<file path="config.mk">
export PLATFORM = sky130hd
export DESIGN_NAME = serial_ult
export DESIGN_NICKNAME = d
export VERILOG_FILES = /design/src/rtl/serial_ult.sv
export SDC_FILE = /design/constraint.sdc
export NUM_CORES = 1
export LEC_CHECK = 0
export ABC_AREA = 1
export CORE_MARGIN = 3
export CORE_UTILIZATION = 49
export CTS_CLUSTER_SIZE = 24
export DETAILED_ROUTE_END_ITERATION = 7
export PLACE_DENSITY = 0.74
export SLEW_MARGIN = 10
export SYNTH_ARGS = -nofsm -noshare
export SYNTH_HDL_FRONTEND = slang
export SYNTH_SLANG_ARGS = --single-unit
</file>
<file path="constraint.sdc">
create_clock -name CLK -period 1.5 [get_ports CLK]
set_clock_uncertainty 0.15 [all_clocks]
set_input_delay 0.375 -clock CLK [delete_from_list [all_inputs] [get_ports CLK]]
set_output_delay 0.375 -clock CLK [all_outputs]
set_load 0.02 [all_outputs]
</file>
<file path="src/rtl/serial_ult.sv">
`default_nettype none
// ============================================================================
// Module   : serial_ult
// Purpose  : Bit-serial, multi-cycle unsigned less-than / equality comparator.
//            Two width-bit operands are taken in through a valid/ready
//            handshake and scanned one bit per cycle, LSB first. The result
//            (O = I0 < I1, EQ = I0 == I1) is held until the consumer takes it.
// Ports    : CLK          rising-edge clock
//            ASYNCRESETN  asynchronous active-low reset
//            I0, I1       operands, sampled only on the accept edge
//            in_valid     operands present
//            in_ready     block can accept operands (IDLE)
//            O            result A < B (unsigned)
//            EQ           result A == B
//            out_valid    O/EQ valid (DONE)
//            out_ready    consumer takes the result
// Revision : 1.0  initial release
// ============================================================================
module serial_ult #(
  parameter int width = 4
) (
  input  logic             CLK,
  input  logic             ASYNCRESETN,
  input  logic [width-1:0] I0,
  input  logic [width-1:0] I1,
  input  logic             in_valid,
  output logic             in_ready,
  output logic             O,
  output logic             EQ,
  output logic             out_valid,
  input  logic             out_ready
);

  localparam int                 c_cnt_w = $clog2(width) + 1;
  localparam logic [c_cnt_w-1:0] c_last  = c_cnt_w'(width - 1);
  localparam logic [c_cnt_w-1:0] c_one   = c_cnt_w'(1);

  typedef enum logic [1:0] {
    S_IDLE = 2'd0,
    S_BUSY = 2'd1,
    S_DONE = 2'd2
  } state_t;

  state_t             r_state;
  logic [width-1:0]   r_a;
  logic [width-1:0]   r_b;
  logic               r_lt;
  logic               r_eq;
  logic [c_cnt_w-1:0] r_cnt;
  logic               r_o;
  logic               r_eq_out;

  logic w_bit_a;
  logic w_bit_b;
  logic w_diff;
  logic w_lt_next;
  logic w_eq_next;

  // One step of the LSB-first scan: a differing bit decides lt outright,
  // an equal bit carries forward whatever the lower bits decided.
  assign w_bit_a   = r_a[0];
  assign w_bit_b   = r_b[0];
  assign w_diff    = w_bit_a ^ w_bit_b;
  assign w_lt_next = (~w_bit_a & w_bit_b) | (~w_diff & r_lt);
  assign w_eq_next = r_eq & ~w_diff;

  always_ff @(posedge CLK or negedge ASYNCRESETN) begin
    if (!ASYNCRESETN) begin
      r_state  <= S_IDLE;
      r_a      <= '0;
      r_b      <= '0;
      r_lt     <= 1'b0;
      r_eq     <= 1'b0;
      r_cnt    <= '0;
      r_o      <= 1'b0;
      r_eq_out <= 1'b0;
    end else begin
      unique case (r_state)
        S_IDLE: begin
          if (in_valid) begin
            r_a     <= I0;
            r_b     <= I1;
            r_lt    <= 1'b0;
            r_eq    <= 1'b1;
            r_cnt   <= '0;
            r_state <= S_BUSY;
          end
        end
        S_BUSY: begin
          r_lt  <= w_lt_next;
          r_eq  <= w_eq_next;
          r_a   <= r_a >> 1;
          r_b   <= r_b >> 1;
          r_cnt <= r_cnt + c_one;
          if (r_cnt == c_last) begin
            // Publish the final step directly so the result is valid on
            // the same edge the state becomes DONE.
            r_o      <= w_lt_next;
            r_eq_out <= w_eq_next;
            r_state  <= S_DONE;
          end
        end
        S_DONE: begin
          if (out_ready) begin
            r_state <= S_IDLE;
          end
        end
        default: begin
          r_state <= S_IDLE;
        end
      endcase
    end
  end

  assign in_ready  = (r_state == S_IDLE);
  assign out_valid = (r_state == S_DONE);
  assign O         = r_o;
  assign EQ        = r_eq_out;

endmodule
`default_nettype wire

</file>
==> results_dict.tcl <==
set metrics [dict create \
    status "finished, violations left" \
    violations "setup timing" \
    dr.pass1.iters 4 \
    worstPathMaxFanout 3 \
    clk_pin_slew_ns 0.10 \
    seqPwrFrac_pct 34.6 \
    grt_overflow 0 \
    final_nets 145 \
    hold_viol_final 0 \
    internal-power_w 0.001296 \
    clk_latency_ns 0.29 \
    drive_above_1_share_pct 25.58 \
    dieArea_mm2 0.002290 \
    cts_made_buffers 3 \
    antenna_found_initial 0 \
    slew_violations 0 \
    grt_max_degree 18 \
    setup_viol 2 \
    finalCritPeriodShare_pct 101.7 \
    route.detailed.drc 0 \
    fin_crit_ns 1.526 \
    multi_input_area_um2 391.6 \
    wirelength_um 1623 \
    regArea_um2 426.7 \
    num_rows 14 \
    grt_usage_pct 17.52 \
    dr.first_iter.drc_count 14 \
    die_width_um 47.86 \
    cts_root_buf "clkbuf_4" \
    hold_path_class "input port to asynchronous set/reset pin" \
    crit_type "flop to output pin" \
    core_mm2 0.001577 \
    slew_headroom_pct 78.01 \
    htree_levels 1 \
    syn_inst 101 \
    dp_slack_ns -0.1981 \
    insertedDiodeCount 0 \
    cp.required_ns 0.97 \
    utilization_pct 72.70 \
    worstPathArrival_ns 1.00 \
    hpwlAfterDp_um 1137 \
    num-fill-cells 131 \
    area_growth_pct 33.53 \
    setup_ws_ns -0.02607 \
    vias 699 \
    syn-cell-area_um2 858.3 \
    design_power_total_w 0.002281 \
    vdd_drop_max_mv 1.169 \
    grt_pass1_vias 626 \
    via_per_inst 4.821 \
    ant_nets 0 \
    gp_congestion 0.6744 \
    mostFrequentLayoutCells "nand2_1, dfrtp_1, inv_1" \
    power.clock.fraction_pct 10.8 \
    synth_cell_types 17 \
    cp-start-kind "flop" \
    grt_pass1_wl_um 2691 \
    cts_tree "yes" \
    die_y_um 47.86 \
    p_leak_nw 0.6120 \
    rsz0062_at_grt "true" \
    syn_avg_cell_area_um2 8.498 \
    layout_commonest_cell "nand2_1" \
    start_util_pct 54.44 \
    io_buffers 15 \
    synth_nets 116 \
    ys_seq_area_share_pct 49.56 \
    drv_cap 0 \
    place_area_mm2 0.001070 \
    synth_warnings 0 \
    clock_sinks 17 \
    endpoint_kind "output pin" \
    swShare_pct 43.17 \
    cts_max_path_buffers 2 \
    final_area_mm2 0.001146 \
    power_density_mw_per_mm2 1991 \
    max_freq_mhz 655.3 \
    tightest_slew_ns 0.3288 \
    power_frac_comb_pct 54.5 \
    io_pins 16 \
    switchingPower_w 0.0009850 \
    ys_ff_latch 17 \
    post_drt_wl_per_cell_um 11.19 \
]
cells in the mapped netlist, drive strengths merged:
library cell | instances | area [um2]
nand2 | 39 | 171.4
inv | 18 | 67.57
dfrtp | 17 | 425.4
nand3 | 8 | 40.04
o21ai | 7 | 53.80
nor2 | 4 | 25.03
a21oi | 3 | 18.77
ha | 3 | 37.54
buf | 1 | 11.26
o31ai | 1 | 7.510
metrics by stage:
step           hold slack [ns]  std cells  setup TNS, ns
2_1_floorplan         -0.07059        101              0
3_3_place_gp            0.3081        138         -1.705
3_5_place_dp            0.3166        138         -2.165
4_1_cts                 0.2578        143       -0.08951
5_1_grt                 0.2545        145        -0.2096
6_report                0.2513        145       -0.04724
power groups by stage:
| stage | logic [W] | clock network (W) | registers (W) |
|---|---|---|---|
| 2_1_floorplan | 0.000768 | 0 | 0.000797 |
| 3_3_place_gp | 0.00112 | 0 | 0.000774 |
| 3_5_place_dp | 0.00114 | 0 | 0.000785 |
| 4_1_cts | 0.00118 | 0.000253 | 0.000774 |
| 5_1_grt | 0.00142 | 0.000280 | 0.000813 |
| 6_report | 0.00124 | 0.000247 | 0.000790 |
state kept, by name, summed over array words and instances, names as in the netlist:
register  flops
O             1
r_lt          1
r_b           4
r_cnt         3
r_a           4
r_eq          1
EQ            1
r_state       2
repair_timing:
item	4_1_cts	5_1_grt
endpoints found under the hold margin	0	0
endpoints found under the setup margin	4	6
cloned	0	1
hold buffers	0	0
gates resized for setup	17	9
setup buffers	1	1
pin swaps	0	3
layout make-up:
cell class | count | share of cell area [%]
flip-flops and latches | 17 | 37.23
multi-input cells | 66 | 34.17
repair buffers | 24 | 18.67
inverters | 18 | 5.895
clock buffers | 4 | 2.293
well taps | 16 | 1.747
worst max-delay path: stages, from the launching register on:
cell     delay [ns]
dfrtp_1        0.44
nor2_4         0.15
buf_6          0.12
layer usage:
metal	vias to the layer above	part of all wire [%]	GRT usage [%]	wire length (um)
met5	-	0	0	0
met4	0	2.6	11.29	42
met3	5	4.3	3.383	69
met2	15	46	26.65	754
met1	309	47	22.48	757
li1	370	-	-	-
kinds of logic after synthesis:
| logic type | after synthesis | synth area share [%] |
|---|---|---|
| AO/OA/AOI/OAI | 11 | 9.330 |
| adder cells (fa/ha/maj) | 3 | 4.374 |
| AND/OR/NAND/NOR | 51 | 27.55 |
| flip-flops | 17 | 49.56 |
| buffers and inverters | 19 | 9.184 |
worst paths after layout:
check / from / to / slack, ns / cells after the start
hold / removal: ASYNCRESETN / r_a[0]$_DFFE_PN0P_ / 0.25 / 2
max in group asynchronous: ASYNCRESETN / r_state[0]$_DFFE_PN0P_ / 0.74 / 2
hold reg to reg: O$_DFFE_PN0P_ / O$_DFFE_PN0P_ / 0.34 / 2
min in group CLK: O$_DFFE_PN0P_ / O$_DFFE_PN0P_ / 0.34 / 2
setup reg to reg: r_state[0]$_DFFE_PN0P_ / r_a[2]$_DFFE_PN0P_ / 0.10 / 6
setup / recovery: r_state[1]$_DFFE_PN0P_ / in_ready / -0.03 / 2
(Power assumes the default switching activity.)
